==> config.mk <==
export PLATFORM = sky130hd
export DESIGN_NAME = digit_entry
export DESIGN_NICKNAME = d
export VERILOG_FILES = /design/src/rtl/digit_entry_pkg.sv /design/src/rtl/digit_entry_btn_cond.sv /design/src/rtl/digit_entry.sv
export SDC_FILE = /design/constraint.sdc
export NUM_CORES = 1
export LEC_CHECK = 0
export ABC_AREA = 1
export BUFFER_PORTS_ARGS = -buffer_cell sky130_fd_sc_hd__buf_2
export CAP_MARGIN = 20
export CELL_PAD_IN_SITES_DETAIL_PLACEMENT = 2
export CELL_PAD_IN_SITES_GLOBAL_PLACEMENT = 2
export CORE_MARGIN = 10
export CORE_UTILIZATION = 37
export CTS_CLUSTER_SIZE = 12
export DETAILED_ROUTE_END_ITERATION = 16
export PLACE_DENSITY = 0.8
export SYNTH_ARGS = -nofsm -noshare
export SYNTH_HDL_FRONTEND = slang
export SYNTH_SLANG_ARGS = --single-unit
==> constraint.sdc <==
create_clock -name clk -period 3.02 [get_ports clk]
set_input_delay 0 -clock clk [delete_from_list [all_inputs] [get_ports clk]]
set_output_delay 0 -clock clk [all_outputs]
set_load 0.05 [all_outputs]
==> src/rtl/digit_entry_pkg.sv <==
// Shared display-path constants for the digit entry block and the display mux consumers.
package digit_entry_pkg;

   typedef enum logic [1:0] {
      INPUT_STATE_IDLE = 2'd0,
      INPUT_STATE_ONES = 2'd1,
      INPUT_STATE_TENS = 2'd2,
      INPUT_STATE_HUNS = 2'd3
   } input_state_e;

   localparam logic [4:0] BCD_BLANK = 5'd16;
   localparam logic [4:0] BCD_MINUS = 5'd17;

   function automatic logic [3:0] bcd_inc(input logic [3:0] d);
      return (d == 4'd9) ? 4'd0 : d + 4'd1;
   endfunction

   function automatic logic [3:0] bcd_dec(input logic [3:0] d);
      return (d == 4'd0) ? 4'd9 : d - 4'd1;
   endfunction

endpackage

==> src/rtl/digit_entry_btn_cond.sv <==
// Raw button conditioning: 2-flop synchronizer, optional debounce, registered rising-edge pulse.
// Debounce is built only when DIGIT_ENTRY_DEBOUNCE_EN is defined.
module btn_cond #(
   parameter int DEBOUNCE_CYCLES = 500000
) (
   input  logic clk,
   input  logic rst,
   input  logic btn,
   output logic evt
);

   logic sync1_q, sync1_d;
   logic sync2_q, sync2_d;
   logic prev_q, prev_d;
   logic evt_q, evt_d;
   logic level;

`ifdef DIGIT_ENTRY_DEBOUNCE_EN
   localparam int CW = $clog2(DEBOUNCE_CYCLES + 1);
   logic [CW-1:0] cnt_q, cnt_d;
   logic          db_q, db_d;

   // The level flips only after DEBOUNCE_CYCLES consecutive disagreeing samples.
   always_comb begin
      cnt_d = '0;
      db_d  = db_q;
      if (sync2_q != db_q) begin
         if (cnt_q == CW'(DEBOUNCE_CYCLES - 1)) begin
            db_d = sync2_q;
         end else begin
            cnt_d = cnt_q + 1'b1;
         end
      end
   end

   always_ff @(posedge clk or posedge rst) begin
      if (rst) begin
         cnt_q <= '0;
         db_q  <= 1'b0;
      end else begin
         cnt_q <= cnt_d;
         db_q  <= db_d;
      end
   end

   assign level = db_q;
`else
   assign level = sync2_q;
`endif

   always_comb begin
      sync1_d = btn;
      sync2_d = sync1_q;
      prev_d  = level;
      evt_d   = level & ~prev_q;
   end

   always_ff @(posedge clk or posedge rst) begin
      if (rst) begin
         sync1_q <= 1'b0;
         sync2_q <= 1'b0;
         prev_q  <= 1'b0;
         evt_q   <= 1'b0;
      end else begin
         sync1_q <= sync1_d;
         sync2_q <= sync2_d;
         prev_q  <= prev_d;
         evt_q   <= evt_d;
      end
   end

   assign evt = evt_q;

endmodule

==> src/rtl/digit_entry.sv <==
// Push-button entry of a three-digit signed BCD setpoint (ones, tens, hundreds) with idle timeout.
// Optional button debounce via DIGIT_ENTRY_DEBOUNCE_EN.
module digit_entry
   import digit_entry_pkg::*;
#(
   parameter int TIMEOUT_CYCLES  = 250000000,
   parameter int DEBOUNCE_CYCLES = 500000
) (
   input  logic       clk,
   input  logic       rst,
   input  logic       btn_next,
   input  logic       btn_inc,
   input  logic       btn_dec,
   input  logic       btn_sign,
   output logic [1:0] input_state,
   output logic [3:0] current_input_value,
   output logic [3:0] temp_value_ones,
   output logic [3:0] temp_value_tens,
   output logic [3:0] temp_value_huns,
   output logic [4:0] temp_value_sign_bcd,
   output logic       temp_valid
);

   localparam int TW = $clog2(TIMEOUT_CYCLES);

   logic ev_next, ev_inc, ev_dec, ev_sign, any_ev;

   btn_cond #(.DEBOUNCE_CYCLES(DEBOUNCE_CYCLES)) u_next (.clk(clk), .rst(rst), .btn(btn_next), .evt(ev_next));
   btn_cond #(.DEBOUNCE_CYCLES(DEBOUNCE_CYCLES)) u_inc  (.clk(clk), .rst(rst), .btn(btn_inc),  .evt(ev_inc));
   btn_cond #(.DEBOUNCE_CYCLES(DEBOUNCE_CYCLES)) u_dec  (.clk(clk), .rst(rst), .btn(btn_dec),  .evt(ev_dec));
   btn_cond #(.DEBOUNCE_CYCLES(DEBOUNCE_CYCLES)) u_sign (.clk(clk), .rst(rst), .btn(btn_sign), .evt(ev_sign));

   input_state_e  state_q, state_d;
   logic [3:0]    cur_q, cur_d;
   logic [3:0]    ones_q, ones_d, tens_q, tens_d, huns_q, huns_d;
   logic [4:0]    sign_q, sign_d;
   logic          valid_q, valid_d;
   logic [3:0]    sh_ones_q, sh_ones_d, sh_tens_q, sh_tens_d, sh_huns_q, sh_huns_d;
   logic [4:0]    sh_sign_q, sh_sign_d;
   logic [TW-1:0] tmo_q, tmo_d;

   assign any_ev = ev_next | ev_inc | ev_dec | ev_sign;

   always_comb begin
      state_d   = state_q;
      cur_d     = cur_q;
      ones_d    = ones_q;
      tens_d    = tens_q;
      huns_d    = huns_q;
      sign_d    = sign_q;
      valid_d   = 1'b0;
      sh_ones_d = sh_ones_q;
      sh_tens_d = sh_tens_q;
      sh_huns_d = sh_huns_q;
      sh_sign_d = sh_sign_q;

      if (state_q == INPUT_STATE_IDLE) begin
         // Shadow tracks the committed value so a timed-out entry can be undone.
         sh_ones_d = ones_q;
         sh_tens_d = tens_q;
         sh_huns_d = huns_q;
         sh_sign_d = sign_q;
         if (ev_next) begin
            state_d = INPUT_STATE_ONES;
            cur_d   = 4'd0;
         end
      end else if (any_ev) begin
         if (ev_sign) begin
            sign_d = (sign_q == BCD_MINUS) ? BCD_BLANK : BCD_MINUS;
         end
         if (ev_next) begin
            cur_d = 4'd0;
            case (state_q)
               INPUT_STATE_ONES: begin
                  ones_d  = cur_q;
                  state_d = INPUT_STATE_TENS;
               end
               INPUT_STATE_TENS: begin
                  tens_d  = cur_q;
                  state_d = INPUT_STATE_HUNS;
               end
               default: begin
                  huns_d  = cur_q;
                  state_d = INPUT_STATE_IDLE;
                  valid_d = 1'b1;
                  if (sign_d == BCD_MINUS && ones_q == 4'd0 && tens_q == 4'd0 && cur_q == 4'd0) begin
                     sign_d = BCD_BLANK;
                  end
               end
            endcase
         end else if (ev_inc && !ev_dec) begin
            cur_d = bcd_inc(cur_q);
         end else if (ev_dec && !ev_inc) begin
            cur_d = bcd_dec(cur_q);
         end
      end else if (tmo_q == TW'(TIMEOUT_CYCLES - 1)) begin
         state_d = INPUT_STATE_IDLE;
         cur_d   = 4'd0;
         ones_d  = sh_ones_q;
         tens_d  = sh_tens_q;
         huns_d  = sh_huns_q;
         sign_d  = sh_sign_q;
      end

      tmo_d = (state_d == INPUT_STATE_IDLE || state_d != state_q || any_ev) ? '0 : tmo_q + 1'b1;
   end

   always_ff @(posedge clk or posedge rst) begin
      if (rst) begin
         state_q   <= INPUT_STATE_IDLE;
         cur_q     <= 4'd0;
         ones_q    <= 4'd0;
         tens_q    <= 4'd0;
         huns_q    <= 4'd0;
         sign_q    <= BCD_BLANK;
         valid_q   <= 1'b0;
         sh_ones_q <= 4'd0;
         sh_tens_q <= 4'd0;
         sh_huns_q <= 4'd0;
         sh_sign_q <= BCD_BLANK;
         tmo_q     <= '0;
      end else begin
         state_q   <= state_d;
         cur_q     <= cur_d;
         ones_q    <= ones_d;
         tens_q    <= tens_d;
         huns_q    <= huns_d;
         sign_q    <= sign_d;
         valid_q   <= valid_d;
         sh_ones_q <= sh_ones_d;
         sh_tens_q <= sh_tens_d;
         sh_huns_q <= sh_huns_d;
         sh_sign_q <= sh_sign_d;
         tmo_q     <= tmo_d;
      end
   end

   assign input_state         = state_q;
   assign current_input_value = cur_q;
   assign temp_value_ones     = ones_q;
   assign temp_value_tens     = tens_q;
   assign temp_value_huns     = huns_q;
   assign temp_value_sign_bcd = sign_q;
   assign temp_valid          = valid_q;

endmodule

Yosys cells after proc, flatten, opt, wreduce, memory -nomap -nowiden
Cells that the tools add are included.
Word-level totals
  bits in registers: 85
  input bits: 6
  output and inout port bits: 24
  word-level logic and storage cells: 119
Operators by class
  add/subtract/negate cells: 3
  equal/unequal tests: 13
  mux-type cells: 41
  bitwise logic cells: 12
  reduce and logical (&&, ||, !) cells: 22
Operator list (number)
  2-to-1 mux 4 bit: 21
  2-to-1 mux 5 bit: 8
  adder 28 x 1 -> 28 bit, second input constant: 1
  equality test 28 bit, second input constant: 1
  2-to-1 mux 28 bit: 1
  logical NOT 4 bit: 3
  AND reduction 4 bit: 3
  equality test 5 bit, second input constant: 2
  2-to-1 mux 2 bit: 5
  inequality test 2 x 1 -> 1 bit, second input constant: 4
  logical AND 1 bit: 5
  2-to-1 mux 1 bit: 5
  inverter 1 bit: 5
  adder 4 x 1 -> 4 bit, second input constant: 1
  AND 1 bit: 4
  equality test 4 bit, second input constant: 1
  logical NOT 2 bit: 2
  inequality test 4 x 1 -> 1 bit, second input constant: 1
  one-hot mux 2 bit (2 select lines): 1
  subtractor 4 x 1 -> 4 bit, second input constant: 1
  OR 1 bit: 3
  AND reduction 3 bit: 1
  nonzero test 3 bit: 1
  equality test 2 x 1 -> 1 bit, second input constant: 1
  8 further kinds: 10

Logic depth before layout (Yosys ltp)
  depth in word-level cells: 13
  gate-level depth with buffers: 15

Cells and area by module
A second synthesis with hierarchy kept.
Second synthesis, totals
  cells, all modules: 506
  area, all modules: 4390.5 µm²
Modules (own cells, without submodules)
  digit_entry: instances 1, cells an instance 478, area an instance 3935.0 µm²
  btn_cond: instances 4, cells an instance 7, area an instance 113.9 µm²

Worst setup path before layout
Ideal clock, no wire load.
  path kind: register to register
  from: register state_q[0] (netlist: input_state[0])
  to: register huns_q[0] (netlist: temp_value_huns[0])
  arrival time: 2.067 ns
  path slack: 0.829 ns
  stages on the path, launching flop included: 9
  path buffers: 0
  period minus slack after synthesis: 2.191 ns
  path through: dfrtp_1 inv_1 ha_1 nor2_1 inv_1 nand2_1 nand2_2 nor2_1 mux2_2
Between the ends
  cells in the longest elaborated chain, start to end: 4
RTL lines
  from (decl): RTL line digit_entry.sv:33  | input_state_e state_q, state_d;
  from (signal assigned): RTL line digit_entry.sv:123  | state_q <= state_d;
  equality test 2 bit or equality test 2 x 1 -> 1 bit (tied branches): RTL line digit_entry.sv:73  | case (state_q)
  OR reduction 2 bit (no line)
  inequality test 2 bit (no line)
  AND reduction 4 bit (no line) (*)
  to (signal assigned): RTL line digit_entry.sv:127  | huns_q <= huns_d;
  to (decl): RTL line digit_entry.sv:35  | logic [3:0] ones_q, ones_d, tens_q, tens_d, huns_q, huns_d;
Mark *: on every way between the ends. The rest lies on a longest branch, timed or not.
A chain may end at the register's enable or synchronous reset.

Worst setup path after layout
  from: register u_next.evt_q (netlist: u_next.evt)
  to: register tmo_q[5]
Between the ends
  cells in the longest elaborated chain, start to end: 9
RTL lines
  from (decl): RTL line digit_entry_btn_cond.sv:15  | logic evt_q, evt_d;
  from (signal assigned): RTL line digit_entry_btn_cond.sv:68  | evt_q <= evt_d;
  OR 1 bit (3 in series): RTL line digit_entry.sv:42  | assign any_ev = ev_next | ev_inc | ev_dec | ev_sign;
  2-to-1 mux 2 bit: RTL line digit_entry.sv:67  | end else if (any_ev) begin
  2-to-1 mux 2 bit: RTL line digit_entry.sv:57  | if (state_q == INPUT_STATE_IDLE) begin
  inequality test 2 bit or logical NOT 2 bit (tied branches): RTL line digit_entry.sv:105  | tmo_d = (state_d == INPUT_STATE_IDLE || state_d != state_q || any_ev) ? '0 : tmo_q + 1'b1;
  logical OR 1 bit: RTL line digit_entry.sv:105
  logical OR 1 bit (*): RTL line digit_entry.sv:105
  2-to-1 mux 28 bit (*): RTL line digit_entry.sv:105
  net tmo_d[5]: RTL line digit_entry.sv:40  | logic [TW-1:0] tmo_q, tmo_d;
  to (signal assigned): RTL line digit_entry.sv:134  | tmo_q <= tmo_d;
  to (decl): RTL line digit_entry.sv:40
The timed path passes the listed nets; every way through them passes the cells marked *.

==> flow_summary.ini <==
[worst_setup_path]
crit_path_top_delay_cell = dfrtp_1
rr_startpoint = u_next.evt
crit_top_cell = nand2_2
r2r-end = tmo_q[5]
r2r_cells = 11
cp_data_required_time_ps = 3280
crit_path_cell_trace = inv_2, nand4_4, inv_1, nand2_2, nand2_2, nand2_2, nand3_1, nand2_1, inv_1, nand2_4, nor2_1
cp.arrival_ps = 2690
reg2reg_slack_ps = 590
crit_path_max_fanout = 28
cpPeakStageDelay_ps = 440
start_kind = flip-flop
crit_type = flip-flop to flip-flop
endpoint_kind = flip-flop

[cells_and_area]
synthToLayoutAreaGrowth_pct = 15.20
fin_cells = 688
final_nets = 554
drive_gt1_share_pct = 17.80
utilization_pct = 43.36
diodes = 0
fill_cells = 1303

[power]
p_sw_share_pct = 43.10
fin_total_pwr_mw = 4.531
p_sw_mw = 1.953
p_seq_share_pct = 36.3
peakVddDrop_v = 0.0004703
comb_power_share_pct = 36.8
p_leak_nw = 2.176
intPower_mw = 2.578
clkPwrFrac_pct = 26.9
pwr_density_cell_nw_per_um2 = 915.2

[drt]
wl_per_cell_microns = 18.62
drtIter0Drc = 179
drt_wl_total_microns = 12810
ant_nets = 0
num_vias = 3500
drc = 0
first_pass_iters = 4
vias_per_cell = 5.087

[min_path]
hp-start = btn_next
hold_depth = 2
hold_class = input pin to flip-flop
hold_end = u_next.sync1_q

[logic_synthesis]
async_flop_share_pct = 100.0
netlist_area_sq_um = 4298
synth_top_area_share_pct = 48.33
syn-num-nets = 517
yosysMostFrequentCell = nand2_1
yosysWarnings = 0
synth-edff-count = 0
synth_flop_cell = dfrtp_1
yosysTopAreaCell = dfrtp_1
synth_area_per_cell_sq_um = 8.528
synth_area_leaders = dfrtp_1 (48%), nand2_1 (9.3%), inv_1 (5.4%), nor2_1 (5.0%), o21ai_0 (4.8%)
postSynthCellCount = 504
ys_ff_latch = 85
synth_commonest_cells = nand2_1 (107), dfrtp_1 (83), inv_1 (62)
seq_area_frac_synth_pct = 49.55
yosys.cell_types.count = 35

[sta]
finalHoldViolCount = 0
slew_violations = 0
relSlewSlack_pct = 51.63
min_period_ps = 2428
fin_skew_ps = 5.590
rsz0062_at_grt = false
tightest_slew_ps = 722.3
fmax_ghz = 0.4118
timing.final.crit_share_pct = 80.40
tns_ps = 0
setup_viol_count_final = 0

[clock_network]
clock_sinks = 85
path_clk_slew_ps = 60
insertion_delay_ps = 340
cts_max_path_buffers = 2
htreeDepth = 3
cts_tree = done
cts_made_buffers = 9
cts_root_buf = clkbuf_16
post_cts_buffers = 0

[place]
gp_congestion = 0.8032
dp_cells = 668
place_hpwl_microns = 8945
io_buffers = 29

[die]
core_sq_um = 11420
ios = 30
initial_core_util_pct = 37.64
die_h_microns = 127.8
die_area_sq_um = 16330
die_w_microns = 127.8
num_rows = 39

[global_routing]
grt_overflow_total = 0
grt_max_degree = 86
grt_pass1_wl_microns = 21580
antenna_found_initial = 0
gr-usage-all-layers_pct = 16.34
grt_pass1_vias = 4038

[job]
maxCapViolCount = 0

[outcome]
status = complete, no violations
-- power by group through the flow --
stage	combinational (mW)	clock, mW	sequential, mW
after floorplan	0.779	0	2.06
after global placement	1.59	0	1.65
after detailed placement	1.66	0	1.67
after CTS	1.70	1.25	1.65
after global routing	1.85	1.29	1.69
final	1.67	1.22	1.65
-- routing by layer --
layer  vias up  track usage, %  part of all wire, %
met4         0           5.232                  1.2
met2        45           27.93                   51
met1      1781           20.03                   44
met3        10           3.474                  3.9
met5         -               0                    0
li1       1664               -                    -
-- final cells by class --
cell class,instances,area [sq um],area share (%)
Sequential cell,85,2130,43.01
Multi-Input combinational cell,341,1838,37.12
Clock buffer,12,256.5,5.181
Inverter,68,256.5,5.181
Timing Repair Buffer,36,222.7,4.498
Tap cell,143,178.9,3.614
Clock inverter,3,68.82,1.390
-- critical path: cells and delay by family (launching register included) --
family / cells / cell delay (ps)
buf+inv: 3 / 670
flops: 1 / 440
simple gates: 8 / 1210
-- cells by family (layout without fill, tap and decap cells) --
group,after synthesis,in the layout,share of synthesized area [%]
AOI/OAI and AO/OA,58,58,7.569
adders and majority gates,7,7,2.038
xor gates and xnor gates,26,26,5.298
muxes,4,4,1.048
and+or+nand+nor,246,246,26.81
buffers and inverters,78,119,7.685
DFF,85,85,49.55
-- cells in the final DEF (no fill, tap or decap), types with 2 or more instances in the layout --
cell type and instances:
a21oi_1 3, a31oi_1 6, buf_2 29, bufinv_16 2, clkbuf_16 9, clkbuf_8 2
dfrtp_1 83, dfstp_2 2, dlygate4sd3_1 5, ha_1 7, inv_1 61, inv_2 5
mux2_2 4, nand2_1 107, nand2_2 8, nand3_1 16, nand4_1 11, nand4_4 2
nor2_1 57, nor2_2 21, nor2_4 3, nor3_1 14, nor3_2 2, nor4_1 3
o211ai_1 4, o21ai_0 41, xnor2_1 4, xor2_1 22
-- sequential cells by signal, indices dropped and copies added, names as in the netlist, 2 cells and up --
signal	cells
current_input_value	4
input_state	2
sh_huns_q	4
sh_ones_q	4
sh_sign_q	5
sh_tens_q	4
temp_value_huns	4
temp_value_ones	4
temp_value_sign_bcd	5
temp_value_tens	4
tmo_q	28
-- metrics by stage --
step	hold slack [ps]	instance area, sq um	setup WS [ps]
after floorplan	31.43	4298	828.6
after global placement	107.6	4576	706.7
after detailed placement	110.1	4576	590.3
after CTS	276.9	4951	531.3
after global routing	299.9	4951	265.9
final	290.1	4951	591.9
-- worst max-delay path by stage --
stage / startpoint / to / slack [ps] / cells past startpoint
2_1_floorplan: rst / current_input_value[0] / 830 / 1
3_3_place_gp: u_sign.evt / tmo_q[0] / 710 / 11
3_5_place_dp: u_sign.evt / tmo_q[5] / 590 / 11
4_1_cts: u_sign.evt / tmo_q[5] / 530 / 11
5_1_grt: u_next.evt / tmo_q[5] / 270 / 11
6_report: u_next.evt / tmo_q[5] / 590 / 11
-- repair_timing --
item                                    4_1_cts  5_1_grt
endpoints found under the setup margin        0        0
hold endpoints to repair                     87        0
hold buffers                                  5        0
gates resized for setup                       0        0
No activity file was read; power rests on OpenSTA's default activity.
